**config.mk**
```make
export PLATFORM = sky130hd
export DESIGN_NAME = sopc_mem_arbiter
export DESIGN_NICKNAME = d
export VERILOG_FILES = /design/src/rtl/sopc_mem_arbiter_pkg.sv /design/src/rtl/arb_wait_timer.sv /design/src/rtl/sopc_mem_arbiter.sv
export SDC_FILE = /design/constraint.sdc
export NUM_CORES = 1
export LEC_CHECK = 0
export ABC_CLOCK_PERIOD_IN_PS = 2500
export BUFFER_PORTS_ARGS = -buffer_cell sky130_fd_sc_hd__buf_2
export CORE_MARGIN = 8
export CORE_UTILIZATION = 47
export DETAILED_ROUTE_END_ITERATION = 12
export PLACE_DENSITY = 0.8
export RECOVER_POWER = 25
export SLEW_MARGIN = 20
export SYNTH_ARGS = -nofsm -noshare
export SYNTH_HDL_FRONTEND = slang
export SYNTH_SLANG_ARGS = --single-unit
```
**constraint.sdc**
```tcl
create_clock -name clk -period 2.5 [get_ports clk]
set_input_delay 0.375 -clock clk [delete_from_list [all_inputs] [get_ports clk]]
set_output_delay 0.375 -clock clk [all_outputs]
set_load 0.1 [all_outputs]
```
**src/rtl/sopc_mem_arbiter_pkg.sv**
```systemverilog
// sopc_mem_arbiter_pkg: shared state/grant encodings and memory-port control constants
package sopc_mem_arbiter_pkg;
  typedef enum logic [1:0] {IDLE = 2'd0, ACCESS = 2'd1, RESP = 2'd2} arb_state_e;
  typedef enum logic {GRANT_IF = 1'b0, GRANT_DM = 1'b1} grant_e;
  localparam logic CHIP_ENABLE   = 1'b1;
  localparam logic CHIP_DISABLE  = 1'b0;
  localparam logic WRITE_ENABLE  = 1'b1;
  localparam logic WRITE_DISABLE = 1'b0;
  localparam int DEFAULT_WAIT_CYCLES = 2;
endpackage

```
**src/rtl/arb_wait_timer.sv**
```systemverilog
// arb_wait_timer: loadable down-counter that flags the last cycle of a memory access
module arb_wait_timer #(
  parameter int CNT_W = 4
) (
  input  logic             clk,
  input  logic             rst,
  input  logic             load,
  input  logic             dec,
  input  logic [CNT_W-1:0] load_val,
  output logic             zero
);
  logic [CNT_W-1:0] cnt_d, cnt_q;
  always_comb cnt_d = load ? load_val : (dec && cnt_q != '0) ? cnt_q - 1'b1 : cnt_q;
  always_ff @(posedge clk or negedge rst)
    if (!rst) cnt_q <= '0;
    else cnt_q <= cnt_d;
  assign zero = cnt_q == '0;
endmodule

```
**src/rtl/sopc_mem_arbiter.sv**
```systemverilog
// sopc_mem_arbiter: shares one SOPC memory port between instruction fetch and data access,
// data side has fixed priority; each access is IDLE -> ACCESS (WAIT_CYCLES) -> RESP.
module sopc_mem_arbiter
  import sopc_mem_arbiter_pkg::*;
#(
  parameter int ADDR_W      = 32,
  parameter int DATA_W      = 32,
  parameter int WAIT_CYCLES = DEFAULT_WAIT_CYCLES,
  parameter int CNT_W       = 4
) (
  input  logic              clk,
  input  logic              rst,
  input  logic              if_req,
  input  logic [ADDR_W-1:0] if_addr,
  output logic [DATA_W-1:0] if_rdata,
  output logic              if_ack,
  input  logic              dm_req,
  input  logic              dm_we,
  input  logic [3:0]        dm_sel,
  input  logic [ADDR_W-1:0] dm_addr,
  input  logic [DATA_W-1:0] dm_wdata,
  output logic [DATA_W-1:0] dm_rdata,
  output logic              dm_ack,
  output logic              stallreq,
  output logic              mem_ce,
  output logic              mem_we,
  output logic [3:0]        mem_sel,
  output logic [ADDR_W-1:0] mem_addr,
  output logic [DATA_W-1:0] mem_wdata,
  input  logic [DATA_W-1:0] mem_rdata
);
  if (WAIT_CYCLES < 1 || WAIT_CYCLES >= (1 << CNT_W)) begin : g_bad_wait
    $error("sopc_mem_arbiter: WAIT_CYCLES must be 1..2**CNT_W-1");
  end
  localparam logic [CNT_W-1:0] LOAD_VAL = CNT_W'(WAIT_CYCLES - 1);
  arb_state_e        state_d, state_q;
  grant_e            grant_d, grant_q;
  logic              mem_ce_d, mem_ce_q, mem_we_d, mem_we_q;
  logic [3:0]        mem_sel_d, mem_sel_q;
  logic [ADDR_W-1:0] mem_addr_d, mem_addr_q;
  logic [DATA_W-1:0] mem_wdata_d, mem_wdata_q;
  logic [DATA_W-1:0] if_rdata_d, if_rdata_q, dm_rdata_d, dm_rdata_q;
  logic              if_ack_d, if_ack_q, dm_ack_d, dm_ack_q;
  logic              load, dec, zero;
  arb_wait_timer #(.CNT_W(CNT_W)) u_timer (
    .clk      (clk),
    .rst      (rst),
    .load     (load),
    .dec      (dec),
    .load_val (LOAD_VAL),
    .zero     (zero)
  );
  always_comb begin
    state_d     = state_q;
    grant_d     = grant_q;
    mem_ce_d    = mem_ce_q;
    mem_we_d    = mem_we_q;
    mem_sel_d   = mem_sel_q;
    mem_addr_d  = mem_addr_q;
    mem_wdata_d = mem_wdata_q;
    if_rdata_d  = if_rdata_q;
    dm_rdata_d  = dm_rdata_q;
    if_ack_d    = 1'b0;
    dm_ack_d    = 1'b0;
    load        = 1'b0;
    dec         = 1'b0;
    case (state_q)
      IDLE: if (dm_req || if_req) begin
        state_d     = ACCESS;
        grant_d     = dm_req ? GRANT_DM : GRANT_IF;
        load        = 1'b1;
        mem_ce_d    = CHIP_ENABLE;
        mem_we_d    = dm_req ? dm_we : WRITE_DISABLE;
        mem_sel_d   = dm_req ? dm_sel : 4'hF;
        mem_addr_d  = dm_req ? dm_addr : if_addr;
        mem_wdata_d = dm_req ? dm_wdata : mem_wdata_q;
      end
      ACCESS: begin
        dec = 1'b1;
        // mem_rdata is only valid in the final access cycle
        if (zero) begin
          state_d    = RESP;
          mem_ce_d   = CHIP_DISABLE;
          mem_we_d   = WRITE_DISABLE;
          dm_ack_d   = grant_q == GRANT_DM;
          if_ack_d   = grant_q == GRANT_IF;
          dm_rdata_d = (grant_q == GRANT_DM && !mem_we_q) ? mem_rdata : dm_rdata_q;
          if_rdata_d = (grant_q == GRANT_IF) ? mem_rdata : if_rdata_q;
        end
      end
      default: state_d = IDLE;
    endcase
  end
  always_ff @(posedge clk or negedge rst)
    if (!rst) begin
      state_q     <= IDLE;
      grant_q     <= GRANT_IF;
      mem_ce_q    <= CHIP_DISABLE;
      mem_we_q    <= WRITE_DISABLE;
      mem_sel_q   <= '0;
      mem_addr_q  <= '0;
      mem_wdata_q <= '0;
      if_rdata_q  <= '0;
      dm_rdata_q  <= '0;
      if_ack_q    <= 1'b0;
      dm_ack_q    <= 1'b0;
    end else begin
      state_q     <= state_d;
      grant_q     <= grant_d;
      mem_ce_q    <= mem_ce_d;
      mem_we_q    <= mem_we_d;
      mem_sel_q   <= mem_sel_d;
      mem_addr_q  <= mem_addr_d;
      mem_wdata_q <= mem_wdata_d;
      if_rdata_q  <= if_rdata_d;
      dm_rdata_q  <= dm_rdata_d;
      if_ack_q    <= if_ack_d;
      dm_ack_q    <= dm_ack_d;
    end
  assign if_rdata  = if_rdata_q;
  assign dm_rdata  = dm_rdata_q;
  assign if_ack    = if_ack_q;
  assign dm_ack    = dm_ack_q;
  assign mem_ce    = mem_ce_q;
  assign mem_we    = mem_we_q;
  assign mem_sel   = mem_sel_q;
  assign mem_addr  = mem_addr_q;
  assign mem_wdata = mem_wdata_q;
  // held low in reset so every output is quiet regardless of requests
  assign stallreq  = rst & ((if_req & ~if_ack_q) | (dm_req & ~dm_ack_q));
endmodule

```
; ---- Word-level counts from Yosys, hierarchy flattened
; Index checks and enable logic that the tools add are counted.
[totals]
register_bits = 143
in_bits = 137
out_inout_bits = 137
elab_cells = 59
[op_classes]
n_addsub = 1
eq_ne = 3
muxes = 21
n_bitwise = 7
n_reduce_logical = 15
[ops]
columns = operator, n
row1 = $mux 32, 1
row2 = $mux 1, 12
row3 = $mux 4, 3
row4 = $reduce_and 3->1, 4
row5 = $logic_not 4->1, 1
row6 = $mux 2, 2
row7 = $pmux 1 s2, 2
row8 = $pmux 2 s2, 1
row9 = $reduce_and 2->1, 2
row10 = $reduce_bool 2->1, 2
row11 = $reduce_bool 4->1, 1
row12 = $sub 4x1->4 const B, 1
row13 = $and 1x1->1, 3
row14 = $not 1->1, 3
row15 = $eq 2x1->1 const B, 1
row16 = $logic_and 1x1->1, 2
row17 = $logic_not 2->1, 1
row18 = $ne 2x1->1 const B, 1
row19 = $ne 2x2->1 const B, 1
row20 = $logic_not 1->1, 1
row21 = $logic_or 1x1->1, 1
row22 = $or 1x1->1, 1

; ---- Depth between registers and ports, before layout
; Gate-level depths: netlist (run 1).
[depth]
word_depth = 5
ltp_mapped = 6
ltp_nobuf = 5

; ---- Cells and area by module
; A second synthesis (run 1) with hierarchy kept.
[unflattened]
cells_unflattened = 372
area_unflattened_um2 = 5871.9
[modules_own_cells]
columns = module, instances, cells_each, area_each_um2, seq_area_each_um2
row1 = sopc_mem_arbiter, 1, 345, 5601.6, 3478.3
row2 = arb_wait_timer, 1, 27, 270.3, 100.1

; ---- Worst setup path before layout (run 1)
; OpenSTA, ideal clock, no wires.
[synth_path]
kind = reg-to-output
start = register if_ack_q (netlist: if_ack)
end = output stallreq
arrival_time_ns = 1.777
t_required_ns = 2.125
path_slack_ns = 0.348
stages_incl_launch_ff = 3
n_path_buf = 0
path_cell_list = dfrtp_1 > o22ai_1 > and2_1
[synth_between]
elab_chain_cells = 4
[synth_rtl]
columns = item, line_no
row1 = from (decl), sopc_mem_arbiter.sv:43  ; logic if_ack_d, if_ack_q, dm_ack_d, dm_ack_q;
row2 = from (signal assigned), sopc_mem_arbiter.sv:117  ; if_ack_q <= if_ack_d;
row3 = $not 1->1, sopc_mem_arbiter.sv:130  ; assign stallreq = rst & ((if_req & ~if_ack_q) | (dm_req & ~dm_ack_q));
row4 = $and 1x1->1, sopc_mem_arbiter.sv:130
row5 = $or 1x1->1, sopc_mem_arbiter.sv:130
row6 = $and 1x1->1, sopc_mem_arbiter.sv:130
row7 = to (decl), sopc_mem_arbiter.sv:24  ; output logic stallreq,
; No other way between the ends.

; ---- Worst setup path after layout (run 1)
[layout_path]
start = register u_timer.cnt_q[0]
end = register if_rdata_q[6] (netlist: if_rdata[6])
[layout_between]
elab_chain_cells = 2
[layout_rtl]
columns = item, line_no
row1 = from (decl), arb_wait_timer.sv:12  ; logic [CNT_W-1:0] cnt_d, cnt_q;
row2 = from (signal assigned), arb_wait_timer.sv:16  ; else cnt_q <= cnt_d;
row3 = $logic_not 4->1, arb_wait_timer.sv:17  ; assign zero = cnt_q == '0;
row4 = $reduce_and 3->1 (no line), --
row5 = to (signal assigned), sopc_mem_arbiter.sv:115  ; if_rdata_q <= if_rdata_d;
row6 = to (decl), sopc_mem_arbiter.sv:42  ; logic [DATA_W-1:0] if_rdata_d, if_rdata_q, dm_rdata_d, dm_rdata_q;
; No other way between the ends.
; A chain may end at the register's enable or synchronous reset.

==> results.py, run 1 <==
metrics = {
    "worst_setup_path": {
        "crit_type": "reg -> reg",
        "cp_top_family": "simple AND/OR/NAND/NOR gates",
        "crit_fanout": 33,
        "worstPathRequired_ns": 2.79,
        "cp_data_arrival_time_ns": 2.43,
        "critPathLaunchType": "register",
        "cp_num_cells": 5,
        "reg2reg_depth": 5,
        "reg2reg_from": "u_timer.cnt_q[0]",
        "r2r_slack_ns": 0.36,
        "worstPathCellList": "inv_1 -> ha_1 -> nor3b_4 -> nand3b_4 -> mux2_4",
        "cp-startpoint": "u_timer.cnt_q[0]",
        "cp-endpoint": "if_rdata[6]",
        "crit_slowest_cell": "nand3b_4",
        "max_stage_delay_ns": 0.46,
        "worstSetupEndpointType": "register",
        "rr_endpoint": "if_rdata[6]",
        "cp_num_buf_inv": 1,
    },
    "layout": {
        "multiInputGateArea_um2": 2162,
        "fin_nets": 820,
        "fillers": 965,
        "antenna_cells": 0,
        "drive_gt1_frac": 0.5945,
        "syn_to_final_growth_pct": 35.70,
        "seqCellArea_um2": 3578,
    },
    "yosys": {
        "syn_avg_cell_area_um2": 14.63,
        "syn_nets": 543,
        "ys_seq_area_frac": 0.6053,
        "synth_edf_count": 0,
        "synth-seq-cells": 143,
        "netlist_instances": 404,
        "syn_area_um2": 5912,
        "synth_top_flop_cell": "dfrtp_1",
        "ys_types": 34,
        "synth-async-reset-ratio": 1.000,
        "synth.yosys.warnings": 0,
    },
    "sta": {
        "tightest_slew_ns": 2.013,
        "hold_viol": 0,
        "relSlewSlack": -0.3420,
        "fin_tns_setup_ns": 0,
        "finalMaxSlewViolations": 84,
        "min_period_over_period": 0.8549,
        "finalCriticalPeriod_ns": 2.137,
        "setup_viol": 0,
        "fin_skew_ns": 0.006100,
        "rsz0062_at_grt": "no",
        "max_clock_freq_mhz": 467.9,
    },
    "cts": {
        "path_clk_slew_ns": 0.06,
        "numCtsBuffers": 17,
        "cts_hold_buf": 0,
        "cts_resized": 0,
        "cts_buffer_depth": 2,
        "root_buffer": "clkbuf_16",
        "tritoncts": "done",
        "clk_latency_ns": 0.41,
        "htreeDepth": 4,
        "clock_sinks": 143,
        "postCtsSetupBuffers": 0,
    },
    "global_route": {
        "grt.met1_usage": 0.2158,
        "track_usage": 0.1973,
        "grt_max_degree": 84,
        "gr-usage-met3": 0.06864,
        "grt_pass1_wl_um": 25280,
        "antenna_found_initial": 0,
        "grt_overflow": 0,
        "use_met2": 0.3382,
        "grt_pass1_vias": 4964,
        "busiest_layer": "met2",
    },
    "worst_hold_path": {
        "min_path_type": "in -> reg",
        "hold_depth": 2,
    },
    "route": {
        "drtIter0Drc": 257,
        "drc": 0,
        "routedWlPerCell_um": 18.41,
        "ant_nets": 0,
        "drt_first_pass_iters": 4,
        "vias": 4358,
        "wl_um": 15930,
        "via_per_inst": 5.038,
    },
    "place": {
        "port-buffer-count": 273,
        "place_congestion": 0.7863,
        "hpwlAfterDp_um": 12080,
    },
    "die": {
        "io_pins": 274,
        "num_rows": 41,
        "die_y_um": 128.2,
        "start_util": 0.4743,
        "die_x_um": 128.2,
        "coreArea_um2": 12470,
        "dieArea_um2": 16420,
    },
    "job": {
        "max-cap-violations": 1,
    },
    "outcome": {
        "status": "finished, violations left",
        "violations": "max-capacitance violations, max-slew violations",
    },
}
-- routing by layer --
layer	routed length (µm)	part of all wire	vias to the layer above
met3	1253	0.079	30
met4	399	0.025	0
met1	6204	0.39	2120
met5	0	0	-
li1	-	-	2007
met2	8069	0.51	201
-- cell usage after synthesis (2+ instances only) --
master | instances | area, µm²
a21o_1 | 2 | 15.01
o21ai_1 | 2 | 10.01
clkbuf_1 | 9 | 33.78
inv_1 | 7 | 26.28
nor2_1 | 3 | 11.26
or4_1 | 2 | 15.01
ha_1 | 2 | 25.02
mux2_2 | 64 | 720.7
nand2b_1 | 2 | 12.51
o22ai_1 | 2 | 12.51
o21ai_0 | 66 | 330.3
a21oi_1 | 2 | 10.01
buf_6 | 5 | 56.30
dfrtp_1 | 143 | 3578
buf_4 | 3 | 22.52
mux2i_1 | 32 | 320.3
o22a_1 | 4 | 35.03
buf_2 | 5 | 25.02
mux2_4 | 32 | 480.5
nand2_1 | 3 | 11.26
-- kinds of logic after synthesis --
kind of cell,share of synthesized area
multiplexers,0.2593
AO/OA/AOI/OAI,0.07302
flip-flops,0.6053
buffers and inverters,0.03005
AND/OR/NAND/NOR,0.02815
adder cells (fa/ha/maj),0.004232
-- worst min-delay path by stage --
stage / start / end / slack [ns]
after floorplan: rst / dm_ack / 0.08
after global placement: mem_ce / mem_ce / 0.46
after detailed placement: mem_ce / mem_ce / 0.47
after CTS: rst / if_rdata[24] / 0.15
after global routing: dm_we / mem_we / 0.17
final: dm_wdata[18] / mem_wdata[18] / 0.18
-- cell usage in the layout, fill, tap and decap left out, drive strengths merged, types with 2 or more instances in the layout --
master / Yosys / final
nand2b: 2 / 2
buf: 13 / 279
a21oi: 2 / 2
ha: 2 / 2
nor2: 4 / 4
mux2i: 32 / 32
clkinvlp: 0 / 2
nand2: 3 / 3
o22ai: 2 / 2
bufinv: 0 / 3
a21o: 2 / 2
clkinv: 0 / 5
or4: 2 / 2
mux2: 97 / 97
o22a: 4 / 4
o21ai: 68 / 68
clkbuf: 10 / 23
dfrtp: 143 / 143
inv: 7 / 7
-- stage by stage --
step / utilization / instances / instance area, µm² / hold WS (ns) / setup slack [ns]
5_1_grt: 0.6436 / 865 / 8023 / 0.1676 / 0.2231
4_1_cts: 0.6440 / 865 / 8028 / 0.1503 / 0.3580
3_5_place_dp: 0.5960 / 834 / 7430 / 0.4693 / 0.3637
3_3_place_gp: 0.5960 / 834 / 7430 / 0.4597 / 0.4696
6_report: 0.6436 / 865 / 8023 / 0.1790 / 0.3628
2_1_floorplan: - / 404 / 5912 / 0.07941 / 0.3479
-- flip-flops by register name, summed over array words and instances, names as in the netlist --
name	flops
mem_ce	1
mem_sel	4
mem_addr	32
mem_wdata	32
u_timer.cnt_q	4
mem_we	1
dm_ack	1
if_ack	1
grant_q	1
if_rdata	32
dm_rdata	32
state_q	2
-- final cells by class --
class,instances,share of cell area
multi-input cells,231,0.2695
inverters,7,0.003275
repair buffers,281,0.1798
flip-flops and latches,143,0.4460
well taps,172,0.02682
clock buffers,21,0.05739
clock inverters,10,0.01716
Power of run 1 is not shown: default switching activity piles up to over one toggle a cycle in this logic, so the estimate is an artifact.
==> run 2, diff against run 1 <==
==> constraint.sdc (replaced) <==
create_clock -name clk -period 2.5 [get_ports clk]
set_input_delay 0.375 -clock clk [delete_from_list [all_inputs] [get_ports clk]]
set_output_delay 0.375 -clock clk [all_outputs]
set_load 0.02 [all_outputs]
==> results.py, run 2 (synthesized netlist as in run 1, its figures left out) <==
metrics = {
    "layout": {
        "final_common_cell": "buf_2",
        "fillers": 950,
        "layout_common_cells": "buf_2, dfrtp_1, o21ai_0, mux2_2",
        "antenna_cells": 0,
        "syn_to_final_growth_pct": 35.15,
        "seqCellArea_um2": 3578,
        "drive_gt1_frac": 0.5945,
        "fin_nets": 819,
        "multiInputGateArea_um2": 2162,
        "final_cells": 865,
    },
    "sta": {
        "finalCriticalPeriod_ns": 2.133,
        "timing.hold.ws_ns": 0.1860,
        "relSlewSlack": -0.2740,
        "hold_viol": 0,
        "fin_tns_setup_ns": 0,
        "tightest_slew_ns": 1.911,
        "fin_skew_ns": 0.008506,
        "max_clock_freq_mhz": 468.9,
        "min_period_over_period": 0.8530,
        "rsz0062_at_grt": "no",
        "fin_ws_ns": 0.3675,
        "setup_viol": 0,
        "finalMaxSlewViolations": 144,
    },
    "route": {
        "via_per_inst": 5.021,
        "ant_nets": 0,
        "drc": 0,
        "drtIter0Drc": 189,
        "vias": 4343,
        "routedWlPerCell_um": 17.95,
        "wl_um": 15530,
        "drt_first_pass_iters": 4,
    },
    "worst_hold_path": {
        "min_path_type": "in -> reg",
    },
    "global_route": {
        "grt_pass1_vias": 4837,
        "busiest_layer": "met2",
        "grt_pass1_wl_um": 24460,
        "track_usage": 0.1906,
        "use_met2": 0.3267,
        "antenna_found_initial": 0,
        "gr-usage-met3": 0.07404,
        "grt.met1_usage": 0.2087,
        "grt_max_degree": 144,
        "grt_overflow": 0,
    },
    "cts": {
        "cts_hold_buf": 0,
        "root_buffer": "clkbuf_16",
        "path_clk_slew_ns": 0.06,
        "cts_buffer_depth": 2,
        "cts_resized": 0,
        "clock_sinks": 143,
        "tritoncts": "done",
        "htreeDepth": 4,
        "numCtsBuffers": 17,
        "postCtsSetupBuffers": 0,
        "clk_latency_ns": 0.42,
    },
    "die": {
        "die_y_um": 128.2,
        "start_util": 0.4743,
        "die_x_um": 128.2,
        "io_pins": 274,
        "num_rows": 41,
        "dieArea_um2": 16420,
        "coreArea_um2": 12470,
    },
    "place": {
        "hpwlAfterDp_um": 11780,
        "placed_cells": 833,
        "place_congestion": 0.7761,
        "port-buffer-count": 273,
        "post-place-ws_ns": 0.3610,
    },
    "power": {
        "peakVddDrop_mv": 0.6728,
        "power_density_nw_per_um2": 1465,
        "leakage_nw": 4.103,
    },
    "outcome": {
        "status": "finished, violations left",
        "violations": "max-capacitance violations, max-slew violations",
    },
    "worst_setup_path": {
        "crit_fanout": 33,
        "critPathLaunchType": "register",
        "cp_data_arrival_time_ns": 2.43,
        "r2r_slack_ns": 0.37,
        "worstPathRequired_ns": 2.80,
        "worstSetupEndpointType": "register",
        "crit_type": "reg -> reg",
    },
    "job": {
        "max-cap-violations": 1,
    },
}
[run 2: power by group]
part           leakage, nW  total [mW]  switching [mW]  internal (mW)
clock                0.277        2.48           0.975           1.50
combinational         2.13        5.09            2.94           2.15
sequential            1.70        4.14           0.652           3.49
[run 2: layout make-up]
class                           instances  area share
Timing Repair Buffer                  280      0.1784
Clock inverter                         12     0.01707
Sequential cell                       143      0.4479
Inverter                                7    0.003288
Clock buffer                           20     0.05590
Multi-Input combinational cell        231      0.2706
Tap cell                              172     0.02693
[run 2: critical path: stages (launching register included)]
cell and delay, ns:
dfrtp_1 0.38, inv_1 0.10, ha_1 0.19, nor3b_4 0.42
nand3b_4 0.46, mux2_4 0.45
[run 2: metrics by stage]
stage                     total power, mW  cell area (µm²)    util
after floorplan                     7.475             5912       -
after detailed placement            9.337             7420  0.5952
after global placement              9.126             7420  0.5952
final                               11.71             7990  0.6410
after CTS                           11.84             8003  0.6420
after global routing                12.38             7990  0.6410
[run 2: per-layer routing]
layer  wire length (µm)  part of all wire  vias to the layer above
met4                328             0.021                        0
met1               6057              0.39                     2126
met3               1234             0.079                       26
li1                   -                 -                     2007
met2               7907              0.51                      184
met5                  0                 0                        -
[run 2: path summary, 6_finish.rpt]
kind	cells past startpoint	start	endpoint
worst max-delay path	5	u_timer.cnt_q[0]	if_rdata[7]
worst min-delay path	2	dm_wdata[18]	mem_wdata[18]
worst max register to register	5	u_timer.cnt_q[0]	if_rdata[7]
worst min register to register	1	mem_ce	mem_ce
max in group asynchronous	2	rst	mem_wdata[3]
min in group asynchronous	2	rst	dm_rdata[8]
No activity file was read; power rests on OpenSTA's default activity.
